<file path="config.mk">
export PLATFORM = sky130hd
export DESIGN_NAME = sd_sinc_filter
export DESIGN_NICKNAME = d
export VERILOG_FILES = /design/src/rtl/sd_pkg.sv /design/src/rtl/sd_comb_chain.sv /design/src/rtl/sd_sinc_filter.sv
export SDC_FILE = /design/constraint.sdc
export NUM_CORES = 1
export LEC_CHECK = 0
export BUFFER_PORTS_ARGS = -buffer_cell sky130_fd_sc_hd__buf_2
export CAP_MARGIN = 20
export CORE_ASPECT_RATIO = 0.75
export CORE_UTILIZATION = 40
export CTS_CLUSTER_DIAMETER = 100
export DETAILED_ROUTE_END_ITERATION = 16
export PLACE_DENSITY = 0.52
export SYNTH_ARGS = -nofsm -noshare
export SYNTH_HDL_FRONTEND = slang
export SYNTH_SLANG_ARGS = --single-unit
</file>
<file path="constraint.sdc">
create_clock -name SYSCLK -period 7.8 [get_ports SYSCLK]
set_input_delay 0 -clock SYSCLK [delete_from_list [all_inputs] [get_ports SYSCLK]]
set_output_delay 0 -clock SYSCLK [all_outputs]
set_load 0.01 [all_outputs]
</file>
<file path="src/rtl/sd_pkg.sv">
// Shared definitions for the sigma-delta sinc decimation filter.
//   SD_DATA_W      default width of integrators, combs and result word
//   SD_OSR_W       width of the decimation ratio / decimation counter
//   sd_order_e     filter order encodings as seen on reg_order
//   sd_stage_count maps an order code to its number of integrator/comb stages
package sd_pkg;

  localparam int SD_DATA_W = 32;
  localparam int SD_OSR_W  = 8;

  typedef enum logic [1:0] {
    SD_SINC1     = 2'd0,
    SD_SINC2     = 2'd1,
    SD_SINC3     = 2'd2,
    SD_SINC3_ALT = 2'd3
  } sd_order_e;

  // Code 3 is an alias of sinc3, so anything above sinc2 uses three stages.
  function automatic logic [1:0] sd_stage_count(input logic [1:0] order);
    case (sd_order_e'(order))
      SD_SINC1: return 2'd1;
      SD_SINC2: return 2'd2;
      default:  return 2'd3;
    endcase
  endfunction

endpackage

</file>
<file path="src/rtl/sd_comb_chain.sv">
// Comb (differentiator) section of the sinc filter.
//   clk      system clock, rising edge
//   clear    synchronous clear of the delay registers
//   enable   filter enable; low also clears the delay registers
//   dec      decimation cycle: delays load, comb_out is meaningful
//   stages   number of active comb stages (1..3)
//   int_val  selected integrator value (already matched to stage count)
//   comb_out output of the last active comb stage, combinational
module sd_comb_chain
  import sd_pkg::*;
#(
  parameter int DATA_W = SD_DATA_W
) (
  input  logic              clk,
  input  logic              clear,
  input  logic              enable,
  input  logic              dec,
  input  logic [1:0]        stages,
  input  logic [DATA_W-1:0] int_val,
  output logic [DATA_W-1:0] comb_out
);

  logic [DATA_W-1:0] d1, d2, d3;
  logic [DATA_W-1:0] y1, y2, y3;

  // Full subtract chain is always computed; the stage count only selects the
  // tap, so unused stages simply see their delay held.
  always_comb begin
    y1 = int_val - d1;
    y2 = y1 - d2;
    y3 = y2 - d3;
    case (stages)
      2'd1:    comb_out = y1;
      2'd2:    comb_out = y2;
      default: comb_out = y3;
    endcase
  end

  // Each active delay captures its stage input; inactive ones hold.
  always_ff @(posedge clk) begin
    if (clear || !enable) begin
      d1 <= '0;
      d2 <= '0;
      d3 <= '0;
    end else if (dec) begin
      d1 <= int_val;
      if (stages >= 2'd2) d2 <= y1;
      if (stages >= 2'd3) d3 <= y2;
    end
  end

endmodule

</file>
<file path="src/rtl/sd_sinc_filter.sv">
// Sinc (CIC) decimation filter for one sigma-delta channel, SYSCLK domain.
//   SYSCLK      system clock, rising edge
//   SYSRST      synchronous active-high reset
//   sd_dsd_in   modulator bit (1 -> +1, 0 -> 0)
//   sd_clk_in   modulator clock level; its rising edge is the sample strobe
//   reg_en      enable; low clears filter state but keeps data_out
//   reg_order   0=sinc1, 1=sinc2, 2/3=sinc3
//   reg_osr     decimation ratio minus one
//   data_out    unsigned filter result
//   data_valid  one-cycle pulse when data_out updates
module sd_sinc_filter
  import sd_pkg::*;
#(
  parameter int DATA_W = SD_DATA_W
) (
  input  logic                SYSCLK,
  input  logic                SYSRST,
  input  logic                sd_dsd_in,
  input  logic                sd_clk_in,
  input  logic                reg_en,
  input  logic [1:0]          reg_order,
  input  logic [SD_OSR_W-1:0] reg_osr,
  output logic [DATA_W-1:0]   data_out,
  output logic                data_valid
);

  logic                clk_q;
  logic                strobe;
  logic [DATA_W-1:0]   int1, int2, int3;
  logic [DATA_W-1:0]   int_sel;
  logic [DATA_W-1:0]   comb_out;
  logic [SD_OSR_W-1:0] cnt;
  logic                dec_q;
  logic [1:0]          settle_cnt;
  logic [1:0]          order_q;
  logic [1:0]          stages;
  logic                order_chg;

  assign stages    = sd_stage_count(reg_order);
  assign strobe    = sd_clk_in & ~clk_q;
  assign order_chg = (reg_order != order_q);

  always_comb begin
    case (stages)
      2'd1:    int_sel = int1;
      2'd2:    int_sel = int2;
      default: int_sel = int3;
    endcase
  end

  // Integrators add modulo 2^DATA_W; the wrap cancels in the combs. Each
  // stage accumulates the previous stage's pre-update value. The >= test on
  // the counter lets a reduced reg_osr take effect on the very next strobe.
  always_ff @(posedge SYSCLK) begin
    if (SYSRST || !reg_en) begin
      clk_q <= 1'b0;
      int1  <= '0;
      int2  <= '0;
      int3  <= '0;
      cnt   <= '0;
      dec_q <= 1'b0;
    end else begin
      clk_q <= sd_clk_in;
      dec_q <= 1'b0;
      if (strobe) begin
        int1 <= int1 + {{(DATA_W-1){1'b0}}, sd_dsd_in};
        int2 <= int2 + int1;
        int3 <= int3 + int2;
        if (cnt >= reg_osr) begin
          cnt   <= '0;
          dec_q <= 1'b1;
        end else begin
          cnt <= cnt + 1'b1;
        end
      end
    end
  end

  // The first N decimation events after reset, enable or an order change
  // only prime the comb delays, so their results are suppressed.
  always_ff @(posedge SYSCLK) begin
    if (SYSRST) begin
      data_out   <= '0;
      data_valid <= 1'b0;
      settle_cnt <= '0;
      order_q    <= '0;
    end else if (!reg_en) begin
      data_valid <= 1'b0;
      settle_cnt <= '0;
      order_q    <= '0;
    end else begin
      data_valid <= 1'b0;
      order_q    <= reg_order;
      if (order_chg) begin
        settle_cnt <= '0;
      end else if (dec_q) begin
        if (settle_cnt >= stages) begin
          data_out   <= comb_out;
          data_valid <= 1'b1;
        end else begin
          settle_cnt <= settle_cnt + 1'b1;
        end
      end
    end
  end

  sd_comb_chain #(.DATA_W(DATA_W)) u_comb (
    .clk      (SYSCLK),
    .clear    (SYSRST),
    .enable   (reg_en),
    .dec      (dec_q),
    .stages   (stages),
    .int_val  (int_sel),
    .comb_out (comb_out)
  );

endmodule

</file>
==> flow_summary.json <==
{
  "cp.arrival_ns": 7.69,
  "yosys-top-cells-area": "dfxtp_1 (27%), ha_1 (12%), nand2_1 (7.4%)",
  "cts_buffers": 29,
  "start_util_pct": 40.9,
  "cp-end-kind": "flop",
  "power.density_nw_per_um2": 173,
  "placed_cell_area_um2": 18700,
  "antenna_left": 0,
  "design_area_um2": 19800,
  "viasPerCell": 5.41,
  "fin_crit_sh_pct": 92.7,
  "syn_area_um2": 17900,
  "ys_ff_latch": 239,
  "grt.total_usage_pct": 20.9,
  "cts_tree": "done",
  "ios": 48,
  "netlist_instances": 2358,
  "reg2reg_depth": 26,
  "status": "finished, final reports clean",
  "r2r-end": "data_out[31]",
  "hpwl_mm": 35.8,
  "r2r_slack_ns": 0.57,
  "vias": 16000,
  "ir_drop_uv": 162,
  "core_um2": 43700,
  "slew_headroom_pct": 33.2,
  "yosys_warnings": 0,
  "fmax_mhz": 138,
  "rsz0062_at_grt": "no",
  "grt_pass1_wl_mm": 77.6,
  "whs_path_depth": 7,
  "first_iter_violations": 1030,
  "area_growth_pct": 10.5,
  "r2r-start": "int1[4]",
  "synth_area_per_cell_um2": 7.58,
  "clockBufferDepth": 3,
  "hp-class": "input port to flop",
  "crit_required_ns": 8.27,
  "antenna_found_initial": 2,
  "final_max_slew_viol_count": 0,
  "synth_top_area_cell": "dfxtp_1",
  "synth.most_common_cell": "nand2_1",
  "leakagePower_nw": 8.28,
  "whs_ns": 0.0604,
  "crit_fanout": 7,
  "clkSinkCount": 239,
  "slowest_delay_ns": 0.62,
  "cts_setup_buffers": 0,
  "layout-drive-gt1-share_pct": 6.33,
  "first_pass_iters": 5,
  "wire_per_inst_um": 16.1,
  "die_w_um": 246,
  "tightest_slew_ns": 0.999,
  "synth.distinct_cells": 78,
  "drcViolationCount": 0,
  "period_needed_ns": 7.23,
  "min-delay-start": "reg_osr[6]",
  "startpoint_type": "flop",
  "synth_commonest_cells": "nand2_1 (351), dfxtp_1 (239), a21oi_1 (234)",
  "skew_ns": 0.0239,
  "setup_viol": 0,
  "synth_fp_nets": 2546,
  "grt_pass1_vias": 14900,
  "wl_mm": 47.6,
  "row_count": 66,
  "crit_type": "flop to flop",
  "holdPathEnd": "cnt[1]",
  "synth_edf_count": 0,
  "ys.flop_type": "dfxtp_1",
  "nets": 2553,
  "synth_top_area_share_pct": 26.8,
  "overflow": 0,
  "dieArea_um2": 45600,
  "htree_levels": 1,
  "clk_latency_ns": 0.58,
  "cp_slowest_cell": "a2111oi_1",
  "async_reset_ff_share_pct": 0,
  "path_clk_slew_ns": 0.06,
  "hold_violations": 0,
  "die_y_um": 185,
  "fin_setup_tns_ns": 0,
  "drv_cap": 0,
  "yosysSeqAreaShare_pct": 26.8,
  "gp_congestion": 0.904,
  "io_buffers": 47,
  "power_w": 0.00342,
  "grt_start_max_net_pins": 71,
  "root_buffer": "clkbuf_16"
}
what timing repair did:
item,4_1_cts,5_1_grt
hold buffers,6,0
gates resized for setup,0,4
hold endpoints to repair,23,0
endpoints found under the setup margin,0,1
power by group:
group | leakage (nW) | switching, W | total [W] | internal (W)
sequential | 1.93 | 0.00000217 | 0.00123 | 0.00122
clock | 0.490 | 0.000560 | 0.00143 | 0.000865
combinational | 5.86 | 0.000452 | 0.000766 | 0.000314
total | 8.28 | 0.00101 | 0.00342 | 0.00240
layout make-up:
| cell class | instances | area, um^2 |
|---|---|---|
| fill | 4430 | 23900 |
| multi-input combinational | 1859 | 12200 |
| sequential | 239 | 4790 |
| clock buffer | 46 | 880 |
| tap | 578 | 723 |
| inverter | 159 | 597 |
| timing repair buffer | 77 | 504 |
| clock inverter | 7 | 114 |
| antenna | 2 | 5.00 |
kinds of logic after synthesis:
group / count (synthesis) / synth area share, %
AND/OR/NAND/NOR: 788 / 19.6
buffers and inverters: 260 / 5.46
adder cells (fa/ha/maj): 173 / 12.3
flip-flops: 239 / 26.8
AO/OA/AOI/OAI: 651 / 23.1
multiplexers: 85 / 4.81
XOR/XNOR: 162 / 7.93
through the flow:
stage | instances | setup slack (ns) | utilization [%]
final | 2967 | 0.572 | 45.2
after floorplan | 2358 | 1.01 | -
after CTS | 2963 | 0.527 | 45.1
after detailed placement | 2904 | 0.509 | 42.7
after global placement | 2904 | 0.729 | 42.7
after global routing | 2965 | 0.0569 | 45.2
how the worst max path moves through the flow:
stage / endpoint / start / slack (ns) / cells after the start
5_1_grt: data_out[31] / int1[4] / 0.06 / 26
4_1_cts: data_out[31] / int1[4] / 0.53 / 28
2_1_floorplan: data_out[31] / reg_order[0] / 1.01 / 31
3_3_place_gp: data_out[31] / reg_order[0] / 0.73 / 32
6_report: data_out[31] / int1[4] / 0.57 / 26
3_5_place_dp: data_out[31] / reg_order[0] / 0.51 / 32
routing by layer:
metal / vias to the layer above / wire length (um) / track usage [%]
met5: - / 0 / 0
met4: 0 / 743 / 3.90
met3: 44 / 1960 / 2.45
met2: 274 / 20300 / 32.8
met1: 7468 / 24600 / 30.5
li1: 8251 / - / -
placed cells by master, fill, tap and decap left out, types with 7 or more instances in the layout:
cell type  Yosys  layout
nand2b_1      26      25
nor3_1        26      26
mux2_2         7       7
a211oi_1      46      45
a31oi_1       17      17
o2111ai_1      7       7
o21ai_0      110     109
buf_2          1      45
xnor2_1       98      98
or3_1         11      11
nand4_1       15      15
nor2_1       203     203
o21a_1        27      27
nand2_1      351     350
nand3_1       48      48
a22o_1        10      10
a21o_1        82      82
nand3b_1       7       7
o21bai_1      16      16
clkbuf_1      80       8
nor2b_1       28      26
a211o_1       14      14
xor2_1        64      64
clkbuf_16      0      29
ha_1         168     168
dfxtp_1      239     238
o211ai_1      11      11
o31ai_1        9       9
inv_1        157     157
mux2i_1       78      78
and3_1        26      26
or2_2          7       7
clkbuf_8       0       9
a21oi_1      234     233
and2_1        16      16
buf_4          0      24
state kept, by name (all words and copies together), names as in the netlist:
| register | flops |
|---|---|
| clk_q | 1 |
| cnt | 8 |
| data_out | 32 |
| data_valid | 1 |
| dec_q | 1 |
| int1 | 32 |
| int2 | 32 |
| int3 | 32 |
| order_q | 2 |
| settle_cnt | 2 |
| u_comb.d1 | 32 |
| u_comb.d2 | 32 |
| u_comb.d3 | 32 |
critical path, delay by kind of cell, from the launching register on:
kind                     cells  cell delay [ns]
AO/OA/AOI/OAI               12             3.74
AND/OR/NAND/NOR              7             1.26
adder cells (fa/ha/maj)      3             1.17
XOR/XNOR                     3             0.44
flip-flops                   1             0.40
multiplexers                 1             0.09
Note: power is estimated with default switching activity, not from simulation.
